`config.mk`:
```
export PLATFORM = sky130hd
export DESIGN_NAME = axi_frame_rd_addr_gen
export DESIGN_NICKNAME = d
export VERILOG_FILES = /design/src/rtl/axi_frame_rd_addr_gen.sv
export SDC_FILE = /design/constraint.sdc
export NUM_CORES = 1
export LEC_CHECK = 0
export ABC_AREA = 0
export CORE_MARGIN = 2
export CORE_UTILIZATION = 35
export DETAILED_ROUTE_END_ITERATION = 6
export PLACE_DENSITY_LB_ADDON = 0.12
export SYNTH_ARGS = -nofsm -noshare
export SYNTH_HDL_FRONTEND = slang
export SYNTH_SLANG_ARGS = --single-unit
```
`constraint.sdc`:
```
create_clock -name clk -period 3.5 [get_ports clk]
set_input_delay 1.05 -clock clk [delete_from_list [all_inputs] [get_ports clk]]
set_output_delay 1.05 -clock clk [all_outputs]
set_load 0.02 [all_outputs]
```
`src/rtl/axi_frame_rd_addr_gen.sv`:
```
// axi_frame_rd_addr_gen: splits frame read requests into AXI INCR bursts on the AR channel.
// Define AXI_4KB_BOUNDARY_SPLIT_EN to also limit each burst so it never crosses a 4 KB page.
module axi_frame_rd_addr_gen #(
    parameter int axi_rwaddr_outstanding = 2,
    parameter int axi_data_width         = 64,
    parameter int max_burst_len          = 16,
    parameter int simulation_delay       = 1
) (
    input  logic        clk,
    input  logic        rst_n,
    input  logic        frame_start,
    output logic        frame_ready,
    input  logic [31:0] frame_base_addr,
    input  logic [23:0] frame_beats,
    output logic        frame_addr_done,
    output logic [31:0] m_axi_araddr,
    output logic [7:0]  m_axi_arlen,
    output logic [2:0]  m_axi_arsize,
    output logic [1:0]  m_axi_arburst,
    output logic        m_axi_arvalid,
    input  logic        m_axi_arready,
    output logic        trans_fifo_wen,
    input  logic        trans_fifo_full,
    output logic        trans_fifo_din
);
    localparam int bsh = $clog2(axi_data_width / 8);

    if (axi_rwaddr_outstanding < 1 || axi_rwaddr_outstanding > 16 ||
        (axi_rwaddr_outstanding & (axi_rwaddr_outstanding - 1)) != 0 ||
        (axi_data_width != 32 && axi_data_width != 64 && axi_data_width != 128) ||
        max_burst_len < 1 || max_burst_len > 256 || simulation_delay < 0) begin : g_bad_param
        $error("axi_frame_rd_addr_gen: unsupported parameter set");
    end

    typedef enum logic [1:0] {IDLE, CALC, ISSUE} state_t;
    state_t state, state_nxt;

    logic [31:0] addr;
    logic [23:0] rem;
    logic [23:0] cap;
    logic [23:0] len;
    logic        last;

`ifdef AXI_4KB_BOUNDARY_SPLIT_EN
    logic [12:0] room;
    assign room = 13'h1000 - {1'b0, addr[11:0]};
    assign cap  = 24'(room >> bsh) < 24'(max_burst_len) ? 24'(room >> bsh) : 24'(max_burst_len);
`else
    assign cap = 24'(max_burst_len);
`endif
    assign len = rem < cap ? rem : cap;

    assign frame_ready    = state == IDLE;
    assign m_axi_arvalid  = state == ISSUE;
    assign m_axi_arsize   = 3'(bsh);
    assign m_axi_arburst  = 2'b01;
    assign trans_fifo_wen = m_axi_arvalid & m_axi_arready;
    assign trans_fifo_din = last;

    always_ff @(posedge clk or negedge rst_n) begin
        if (!rst_n) state <= IDLE;
        else        state <= state_nxt;
    end

    always_comb begin
        state_nxt = state;
        case (state)
            IDLE:    if (frame_start && frame_beats != 24'd0) state_nxt = CALC;
            CALC:    if (!trans_fifo_full) state_nxt = ISSUE;
            ISSUE:   if (m_axi_arready) state_nxt = last ? IDLE : CALC;
            default: state_nxt = IDLE;
        endcase
    end

    // CALC only leaves when a FIFO slot is free; only this block fills the FIFO, so the slot holds until the handshake
    always_ff @(posedge clk or negedge rst_n) begin
        if (!rst_n) begin
            addr            <= '0;
            rem             <= '0;
            m_axi_araddr    <= '0;
            m_axi_arlen     <= '0;
            last            <= 1'b0;
            frame_addr_done <= 1'b0;
        end else begin
            frame_addr_done <= (frame_ready && frame_start && frame_beats == 24'd0) ||
                               (trans_fifo_wen && last);
            if (frame_ready && frame_start) begin
                addr <= frame_base_addr;
                rem  <= frame_beats;
            end
            if (state == CALC && !trans_fifo_full) begin
                m_axi_araddr <= addr;
                m_axi_arlen  <= 8'(len - 24'd1);
                last         <= rem == len;
            end
            if (trans_fifo_wen) begin
                addr <= addr + ((32'(m_axi_arlen) + 32'd1) << bsh);
                rem  <= rem - 24'(m_axi_arlen) - 24'd1;
            end
        end
    end
endmodule

```
Word level (Yosys, flattened, before mapping):

Index checks and enable logic that the tools add are counted.

* output and inout port bits: 50
* flip-flop bits (word level): 100
* logic and storage cells: 42

* order comparisons: 1
* eq/ne operators: 6
* reductions and logical operators: 12
* $add $sub $neg: 5
* multiplexer cells: 10
* bitwise operators: 1

Operators by type and width (count)
* 24-bit 2-to-1 mux: 3
* 32-bit 2-to-1 mux: 2
* 32-bit by 12-bit adder with 32-bit output: 1
* 24-bit == test: 1
* 24-bit zero test: 1
* 24-bit by 5-bit less-than comparator with 1-bit output (second input constant): 1
* 24-bit nonzero test: 1
* 24-bit by 1-bit subtractor with 24-bit output (second input constant): 1
* 24-bit by 8-bit subtractor with 24-bit output: 1
* 8-bit by 1-bit adder with 9-bit output (second input constant): 1
* 8-bit by 1-bit subtractor with 8-bit output (second input constant): 1
* 2-bit 2-to-1 mux: 3
* 2-bit case mux with 3 select lines: 1
* 1-bit logical AND: 5
* 2-bit by 1-bit inequality test with 1-bit output (second input constant): 2
* 3-bit AND reduction: 1
* 2-bit by 1-bit == test with 1-bit output (second input constant): 1
* 2-bit == test (second input constant): 1
* 2-bit zero test: 1
* 2-bit inequality test (second input constant): 1
* 2-bit nonzero test: 1
* 1-bit bitwise AND: 1
* 1-bit zero test: 1
* 1-bit logical OR: 1
* 1-bit 2-to-1 mux: 1

Logic depth before layout (Yosys ltp):

Gate-level depths: netlist of run 1.

* word-level depth: 4
* gate-level depth with buffers: 13

Least setup slack after synthesis of run 1:

OpenSTA, ideal clock, no wires.

* path kind: reg2reg
* start point: register m_axi_arlen[1]
* end point: register addr[29]
* slack: 0.443 ns
* stages on the path, launching flop included: 14
* required time: 3.374 ns
* library setup time: 0.126 ns
* clock period less this slack: 3.057 ns
* arrival time: 2.931 ns
* path through: dfrtp_1 -> inv_1 -> nor3_1 -> nand3_1 -> nor3_1 -> xnor2_1 -> ha_1 -> nand3_1 -> a211oi_1 -> nor2_1 -> buf_6 -> or3b_1 -> a21o_1 -> a221o_1

* cells in the longest elaborated chain, start to end: 3

RTL lines
* start: declaration: line 17 `output logic [7:0] m_axi_arlen,`
* start signal: assignment: line 93 `m_axi_arlen <= 8'(len - 24'd1);`
* 8-bit by 1-bit adder with 9-bit output: line 97 `addr <= addr + ((32'(m_axi_arlen) + 32'd1) << bsh);`
* 32-bit by 12-bit adder with 32-bit output: line 97
* 32-bit 2-to-1 mux: line 96 `if (trans_fifo_wen) begin`
* end signal: assignment: line 88 `addr <= frame_base_addr;`
* end signal: assignment: line 97
* end: declaration: line 38 `logic [31:0] addr;`

Every way passes these cells.
A chain may end at the register's enable or synchronous reset.

Worst setup path after layout of run 1:

* start point: input port m_axi_arready
* end point: output port trans_fifo_wen

* cells in the longest elaborated chain, start to end: 1

RTL lines
* start: declaration: line 21 `input logic m_axi_arready,`
* 1-bit bitwise AND: line 57 `assign trans_fifo_wen = m_axi_arvalid & m_axi_arready;`
* end: declaration: line 22 `output logic trans_fifo_wen,`

Every way passes these cells.

==> run_results.csv, run 1 <==
group,metric,value,unit
status,status,"complete, no violations",
layout,nNetsFinal,829,
route,routed_wl,16.47,mm
worst_hold_path,hold_start,"m_axi_araddr[7]",
layout,layout_common_cells,"nand2_1 (164), clkdlybuf4s50_1 (103), dfrtp_1 (99), o21ai_0 (39), nor2_1 (31)",
sta,slew_headroom,49.02,%
sta,finalCritPeriodShare,92.26,%
sta,tns,0,ps
clock_tree,cts_setup_buffers,0,
worst_hold_path,hold_depth,2,
synth,synth_compound_area_share,18.77,%
floorplan,core,15830,µm²
floorplan,fp-row-count,46,
grt,grt_pass1_vias,5129,
grt,overflow,0,
critical_path,worstPathMaxFanout,2,
critical_path,path_class,"in2out",
sta,timing.final.ws_setup,270.9,ps
synth,synth_xor_xnor_area_share,2.952,%
clock_tree,clockRootBuffer,"clkbuf_16",
sta,max_freq,309.7,MHz
critical_path,rr_startpoint,"m_axi_arlen[1]",
synth,synth_cell_type_count,65,
power,pwr_density_cell,837.1,nW/µm²
layout,stdcell_area,7251,µm²
layout,area_growth,28.61,%
synth,synth-seq-cells,100,
synth,synth_top_family_by_area,"simple AND/OR/NAND/NOR gates",
clock_tree,clock_path_buffers,2,
synth,synth.area.mux_share,0,%
place,dp.cells,952,
sta,setup_viol,0,
critical_path,critPathRequiredTime,2450,ps
synth,synth_edf_count,0,
clock_tree,cts_buffers,9,
power,irDropWorstVdd,0.3345,mV
critical_path,cp.arrival,2180,ps
route,first_iter_violations,384,
place,placed_area,6955,µm²
grt,grt_max_degree,101,
grt,antenna_found_initial,0,
place,pre_cts_ws,-16.98,ps
synth,syn_area,5638,µm²
critical_path,reg2reg_depth,13,
route,detail_route.wl_per_cell,17.01,µm
place,gp_congestion,0.9135,
layout,final_common_cell,"nand2_1",
run,maxCapViolations,0,
grt,grt_util_all_layers,20.10,%
clock_tree,path_clk_slew,60,ps
clock_tree,cts_tree,"yes",
worst_hold_path,min_to,"m_axi_araddr[7]",
clock_tree,htreeDepth,3,
route,antenna_left,0,
floorplan,die_w,130.9,µm
route,drc,0,
route,vias,5198,
synth,yosys_warnings,0,
worst_hold_path,hp-class,"reg2reg",
critical_path,critPathCaptureType,"output port",
route,first_pass_iters,6,
sta,fin_skew,9.045,ps
floorplan,die_area,17140,µm²
clock_tree,clk_latency,360,ps
synth,post_synth_fa_ha_maj_area_fraction,4.927,%
layout,drive_above_1_share,6.383,%
place,hpwl,11.72,mm
sta,period_needed,3229,ps
synth,synth_ff_type,"dfrtp_1",
layout,final_util,45.81,%
synth,seq_area_frac_synth,44.39,%
synth,synthSimpleGateAreaFrac,24.19,%
layout,diodes,0,
sta,hold_viol_final,0,
sta,grt_setup_unrepaired,"false",
synth,synth_cells,644,
floorplan,initial_core_util,35.62,%
grt,grt_pass1_wl,26.60,mm
floorplan,die_h,130.9,µm
clock_tree,cts_hold_buf,0,
synth,async_flop_share,100.0,%
power,power,6.070,mW
layout,layout.cells.non_filler,968,
critical_path,worst_setup_path_start_kind,"primary input",
route,routed_via_density,5.370,
sta,holdWs,471.6,ps
synth,syn_avg_cell_area,8.755,µm²
layout,n_fill_cell,1578,
floorplan,num_io_pins,111,
sta,finalMaxSlewViolations,0,
critical_path,rr_endpoint,"addr[29]",
critical_path,rrSetupSlack,320,ps
sta,tightest_slew,761.9,ps
place,io_buffers,105,
power,leakagePower,3.137,nW
clock_tree,clock-sinks,100,
## worst max-delay path, cell delays in order
cell,delay [ps]
clkdlybuf4s50_1,530
nand3b_1,120
inv_1,130
dlygate4sd2_1,350
## where the power goes
part | leakage [nW] | total (mW) | internal, mW | switching [mW]
Clock | 0.147 | 1.02 | 0.574 | 0.448
Combinational | 1.74 | 2.90 | 1.28 | 1.62
Sequential | 1.25 | 2.15 | 1.65 | 0.494
## worst max-delay path by stage
stage / endpoint / slack (ps) / from
6_report: trans_fifo_wen / 270 / m_axi_arready
5_1_grt: addr[29] / 40 / m_axi_arlen[0]
3_3_place_gp: trans_fifo_wen / -10 / m_axi_arready
4_1_cts: trans_fifo_wen / 250 / m_axi_arready
2_1_floorplan: addr[29] / 440 / m_axi_arlen[1]
3_5_place_dp: trans_fifo_wen / -20 / m_axi_arready
## routing by layer
layer  routed length, µm  vias to the layer above  GRT usage, %
met5                   0                        -             0
li1                    -                     2513             -
met1                7581                     2525         26.19
met3                 745                       25         3.257
met2                7735                      135         33.27
met4                 408                        0         8.511
## what timing repair did
action / in CTS / in global routing
endpoints found under the setup margin: 1 / 1
gates resized for setup: 1 / 1
hold endpoints to repair: 0 / 0
pin swaps: 0 / 0
## area by class of cell
class,instances,area [µm²],area share [%]
clock buffers,12,246.5,3.399
repair buffers,124,1215,16.76
multi-input cells,492,2892,39.88
clock inverters,4,48.80,0.6730
flip-flops and latches,100,2504,34.53
well taps,216,270.3,3.727
inverters,20,75.07,1.035
## state kept, by name, indices dropped and copies added (netlist names)
| name | count |
|---|---|
| addr | 32 |
| m_axi_araddr | 32 |
| rem | 24 |
| m_axi_arlen | 8 |
| state | 2 |
| frame_addr_done | 1 |
| trans_fifo_din | 1 |
## cell families (layout without fill, tap and decap cells)
kind of cell / Yosys count / count (layout)
AO/OA/AOI/OAI: 155 / 155
adder cells (fa/ha/maj): 21 / 21
flip-flops: 100 / 100
XOR/XNOR: 19 / 19
other: 2 / 5
buffers and inverters: 55 / 160
AND/OR/NAND/NOR: 292 / 292
## synth_stat cells, drive strengths merged, types with 7 or more instances
| cell type | number | area (µm²) |
|---|---|---|
| o211ai | 16 | 120.1 |
| a221o | 7 | 70.07 |
| dfrtp | 100 | 2502 |
| a22oi | 17 | 127.6 |
| a31oi | 7 | 43.79 |
| nor4 | 16 | 100.1 |
| nor2 | 31 | 116.4 |
| buf | 13 | 102.6 |
| xor2 | 9 | 78.83 |
| xnor2 | 10 | 87.58 |
| a21oi | 21 | 105.1 |
| ha | 19 | 237.7 |
| clkbuf | 22 | 83.83 |
| a21o | 8 | 60.06 |
| o21ai | 40 | 200.2 |
| nand3 | 19 | 95.09 |
| nand2 | 164 | 615.6 |
| o311ai | 12 | 105.1 |
| inv | 20 | 75.07 |
| nor3 | 16 | 80.08 |
(Power assumes the default switching activity.)
==> run 2: changes to the inputs <==
--- a/config.mk
+++ b/config.mk
@@ -10,6 +10,7 @@
 export CORE_UTILIZATION = 35
 export DETAILED_ROUTE_END_ITERATION = 6
 export PLACE_DENSITY_LB_ADDON = 0.12
+export SETUP_SLACK_MARGIN = 0.05
 export SYNTH_ARGS = -nofsm -noshare
 export SYNTH_HDL_FRONTEND = slang
 export SYNTH_SLANG_ARGS = --single-unit
==> constraint.sdc (replaced) <==
create_clock -name clk -period 3.1 [get_ports clk]
set_input_delay 0.93 -clock clk [delete_from_list [all_inputs] [get_ports clk]]
set_output_delay 0.93 -clock clk [all_outputs]
set_load 0.02 [all_outputs]
==> run 2 against run 1 <==
Combinational power grew 19%. Design area increased by 3.2%. Worst setup slack got worse by 170 ps. First-iteration DRC count decreased by 12%. Largest cell class unchanged. Power is 15% higher. Largest power group unchanged. Worst hold slack gained 0.96 ps. Sequential power grew 13%. Via count up 1.4%.
==> run_results.csv, run 2 (same netlist as run 1, synthesis figures left out) <==
group,metric,value,unit
status,status,"complete, no violations",
critical_path,rr_startpoint,"m_axi_arlen[0]",
sta,finalMaxSlewViolations,0,
route,detail_route.wl_per_cell,16.84,µm
clock_tree,cts_hold_buf,0,
sta,timing.final.ws_setup,105.7,ps
critical_path,rrSetupSlack,200,ps
floorplan,die_area,17140,µm²
critical_path,reg2reg_depth,13,
clock_tree,clock-sinks,100,
power,swShare,42.31,%
grt,overflow,0,
run,maxCapViolations,0,
floorplan,fp-row-count,46,
clock_tree,htreeDepth,3,
grt,grt_max_degree,65,
critical_path,cp.arrival,2060,ps
worst_hold_path,hold_depth,2,
clock_tree,cts_tree,"yes",
route,routed_wl,16.59,mm
layout,n_fill_cell,1550,
route,first_iter_violations,338,
worst_hold_path,min_to,"m_axi_araddr[5]",
grt,grt_pass1_wl,26.77,mm
floorplan,num_io_pins,111,
worst_hold_path,hold_start,"m_axi_araddr[5]",
route,vias,5272,
layout,stdcell_area,7481,µm²
sta,tns,0,ps
sta,setup_viol,0,
sta,slew_headroom,42.79,%
sta,hold_viol_final,0,
critical_path,rr_endpoint,"addr[30]",
sta,tightest_slew,858.2,ps
power,seq_power_share,34.7,%
sta,period_needed,2994,ps
route,drc,0,
sta,finalCritPeriodShare,96.59,%
clock_tree,clockRootBuffer,"clkbuf_16",
place,dp.cells,966,
place,placed_area,7049,µm²
layout,multi_input_area,3007,µm²
clock_tree,path_clk_slew,70,ps
place,io_buffers,105,
floorplan,initial_core_util,35.62,%
power,irDropWorstVdd,0.3618,mV
power,intPower,4.023,mW
clock_tree,clock_path_buffers,2,
floorplan,die_h,130.9,µm
grt,grt_util_all_layers,19.94,%
critical_path,critPathCaptureType,"output port",
critical_path,worst_setup_path_start_kind,"primary input",
layout,drive_above_1_share,10.53,%
layout,area_growth,32.69,%
power,switchingPower,2.951,mW
grt,antenna_found_initial,0,
layout,layout_common_cells,"nand2_1 (164), clkdlybuf4s50_1 (103), dfrtp_1 (99), o21ai_0 (39), buf_4 (35)",
power,power,6.974,mW
power,pwr_density_cell,932.3,nW/µm²
layout,layout.cells.non_filler,985,
critical_path,worstPathMaxFanout,2,
critical_path,path_class,"in2out",
sta,max_freq,334.0,MHz
route,antenna_left,0,
route,first_pass_iters,5,
sta,fin_skew,7.682,ps
floorplan,die_w,130.9,µm
clock_tree,clk_latency,350,ps
clock_tree,cts_buffers,9,
route,routed_via_density,5.352,
critical_path,critPathRequiredTime,2170,ps
place,gp_congestion,0.9633,
layout,ff_latch_area,2504,µm²
layout,final_common_cell,"nand2_1",
place,pre_cts_ws,-175.3,ps
power,pwr-share-clk,15.8,%
sta,grt_setup_unrepaired,"false",
place,hpwl,12.10,mm
power,combPwrFrac,49.5,%
worst_hold_path,hp-class,"reg2reg",
layout,top_regs,"addr (32), m_axi_araddr (32), rem (24)",
layout,diodes,0,
layout,nNetsFinal,846,
layout,final_util,47.26,%
sta,holdWs,472.5,ps
power,leakagePower,3.226,nW
grt,grt_pass1_vias,5196,
floorplan,core,15830,µm²
[run 2: how the worst max path moves through the flow]
stage / from / endpoint / slack [ps]
after floorplan: m_axi_arlen[4] / addr[29] / 60
after global placement: m_axi_arready / trans_fifo_wen / -170
after detailed placement: m_axi_arready / trans_fifo_wen / -180
after CTS: m_axi_arlen[1] / addr[25] / 50
after global routing: m_axi_arlen[0] / addr[29] / 50
final: m_axi_arready / trans_fifo_wen / 110
[run 2: cell type report]
class	instances	share of cell area, %
multi-input cells	492	40.19
flip-flops and latches	100	33.47
repair buffers	141	17.85
clock buffers	13	3.613
well taps	216	3.613
inverters	20	1.004
clock inverters	3	0.2676
[run 2: per-layer routing]
| layer | vias to the layer above | share of wire, % | global-route usage [%] |
|---|---|---|---|
| met3 | 35 | 4.2 | 2.932 |
| li1 | 2549 | - | - |
| met2 | 135 | 48 | 32.35 |
| met4 | 0 | 2.5 | 7.259 |
| met5 | - | 0 | 0 |
| met1 | 2553 | 46 | 27.20 |
[run 2: timing repair]
| item | in CTS | in global routing |
|---|---|---|
| setup endpoints to repair | 3 | 10 |
| gates cloned | 0 | 0 |
| pin swaps | 0 | 10 |
| setup buffers | 0 | 3 |
| resized for setup | 3 | 22 |
[run 2: critical path, cell delays in order]
cell and delay (ps):
clkdlybuf4s50_1 530, nand3b_1 120, inv_1 160, clkdlybuf4s15_1 330
[run 2: power by group through the flow]
stage          Sequential, mW  Combinational (mW)  Clock, mW
3_5_place_dp             2.43                3.36          0
4_1_cts                  2.41                3.38       1.13
5_1_grt                  2.51                3.86       1.18
6_report                 2.42                3.45       1.10
3_3_place_gp             2.41                3.30          0
2_1_floorplan            2.51                2.01          0
==> run 3: changes to the inputs <==
--- a/config.mk
+++ b/config.mk
@@ -7,7 +7,7 @@
 export LEC_CHECK = 0
 export ABC_AREA = 0
 export CORE_MARGIN = 2
-export CORE_UTILIZATION = 35
+export CORE_UTILIZATION = 52
 export DETAILED_ROUTE_END_ITERATION = 6
 export PLACE_DENSITY_LB_ADDON = 0.12
 export SETUP_SLACK_MARGIN = 0.05
==> constraint.sdc (replaced) <==
create_clock -name clk -period 3.1 [get_ports clk]
set_input_delay 0.93 -clock clk [delete_from_list [all_inputs] [get_ports clk]]
set_output_delay 0.93 -clock clk [all_outputs]
set_load 0.05 [all_outputs]
==> run 3 against run 2 <==
Clock power is 20% lower. Core utilization is 21 points higher. Sequential cell count stayed put. Sequential share of layout area is 1.0 points higher. Clock skew is 1.7 ps higher. Largest cell class unchanged.
==> run_results.csv, run 3 (same netlist as run 1, synthesis figures left out) <==
group,metric,value,unit
clock_tree,cts_tree,"yes",
layout,ff_latch_area,2506,µm²
sta,slew_headroom,58.36,%
place,pre_cts_ws,52.45,ps
layout,layout_common_cells,"nand2_1 (164), clkdlybuf4s50_1 (103), dfrtp_1 (97), o21ai_0 (39), buf_4 (36)",
place,io_buffers,105,
status,status,"complete, no violations",
clock_tree,clockRootBuffer,"clkbuf_8",
place,hpwl,11.57,mm
layout,area_growth,28.96,%
sta,timing.final.ws_setup,109.7,ps
critical_path,path_class,"reg2reg",
grt,overflow,0,
grt,gr-usage-met1,38.08,%
layout,final_common_cell,"nand2_1",
sta,fin_skew,9.346,ps
critical_path,cp.arrival,3260,ps
grt,grt_pass1_vias,5295,
floorplan,num_io_pins,111,
sta,finalCritPeriodShare,96.46,%
grt,grt_util_met2,46.27,%
clock_tree,clock_path_buffers,2,
layout,drive_above_1_share,10.62,%
power,pwr_density_cell,991.1,nW/µm²
worst_hold_path,hp-class,"reg2reg",
layout,n_fill_cell,895,
route,routed_wl,15.87,mm
layout,final_util,67.96,%
sta,setup_viol,0,
layout,diodes,0,
sta,max_freq,334.4,MHz
grt,top_usage_layer,"met2",
sta,hold_viol_final,0,
power,irDropWorstVdd,0.5081,mV
layout,top_regs,"addr (32), m_axi_araddr (32), rem (24)",
grt,grt_max_degree,43,
grt,antenna_found_initial,0,
place,gp_congestion,0.9298,
floorplan,die_h,108.1,µm
clock_tree,path_clk_slew,100,ps
floorplan,core,10700,µm²
grt,grt_util_all_layers,28.36,%
layout,nNetsFinal,849,
route,routed_via_density,5.860,
floorplan,die_w,108.1,µm
critical_path,critPathSlowestCell,"dfrtp_2",
floorplan,fp-row-count,38,
critical_path,worst_setup_path_start_kind,"flop",
grt,gr-usage-met3,5.244,%
sta,grt_setup_unrepaired,"false",
clock_tree,htreeDepth,3,
sta,finalMaxSlewViolations,0,
clock_tree,clk_latency,380,ps
sta,period_needed,2990,ps
floorplan,initial_core_util,52.70,%
clock_tree,cts_buffers,9,
floorplan,die_area,11690,µm²
sta,tns,0,ps
critical_path,worstPathMaxFanout,4,
route,first_iter_violations,416,
route,drc,0,
critical_path,slowest_delay,400,ps
critical_path,critPathCaptureType,"flop",
route,antenna_left,0,
layout,multi_input_area,2930,µm²
critical_path,crit_chain,"inv_1, nor3_2, nand3_1, buf_4, xnor2_1, ha_1, o211ai_1, a211oi_2, nor2_2, buf_6, or3b_4, a21o_1, a221o_1",
clock_tree,cts_hold_buf,0,
route,detail_route.wl_per_cell,17.40,µm
power,leakagePower,3.184,nW
critical_path,critPathRequiredTime,3370,ps
route,first_pass_iters,5,
route,vias,5344,
sta,tightest_slew,619.8,ps
clock_tree,clock-sinks,100,
run,maxCapViolations,0,
grt,grt_pass1_wl,25.75,mm
[run 3: routing by layer]
metal | up-vias | routed length [µm]
met1 | 2540 | 6996
li1 | 2559 | -
met3 | 29 | 1058
met2 | 216 | 7466
met5 | - | 0
met4 | 0 | 345
[run 3: timing repair]
action                     4_1_cts  5_1_grt
pin swaps                        1        5
setup endpoints to repair        1        4
gates resized for setup          0        9
setup buffers                    1        7
cloned                           0        1
[run 3: metrics by stage]
stage | hold slack [ps] | std cells | instance area [µm²] | power [mW]
floorplan | 438.6 | 647 | 5663 | 4.994
global placement | 455.6 | 887 | 6967 | 6.176
detailed placement | 459.5 | 887 | 6967 | 6.269
CTS | 484.3 | 904 | 7174 | 7.169
global route | 508.7 | 912 | 7271 | 7.741
finish | 477.9 | 912 | 7271 | 7.206
[run 3: critical path: cells and delay by family, from the launching register on]
kind	cells	cell delay (ps)
compound gates	4	890
simple gates	4	750
buf+inv	3	410
flops	1	400
fa+ha+maj	1	310
xor+xnor	1	130
[run 3: power by group]
group | internal [mW] | switching, mW | total [mW]
clock network | 0.398 | 0.477 | 0.875
registers | 1.86 | 0.564 | 2.43
logic | 1.55 | 2.35 | 3.90
[run 3: worst paths after layout]
kind	from	to	slack, ps	cells after the start
worst max-delay path	m_axi_arlen[0]	addr[29]	110	13
worst min-delay path	m_axi_araddr[10]	m_axi_araddr[10]	480	2
worst max register to register	m_axi_arlen[0]	addr[29]	110	13
worst min register to register	m_axi_araddr[10]	m_axi_araddr[10]	480	2
max in group asynchronous	rst_n	m_axi_arlen[4]	1870	2
min in group asynchronous	rst_n	m_axi_araddr[2]	540	1
[run 3: cell type report]
type	count	share of cell area [%]
clock buffer	11	1.945
clock inverter	5	0.8088
inverter	20	1.033
multi-input combinational	492	40.30
sequential	100	34.47
tap	140	2.409
timing repair buffer	144	19.03
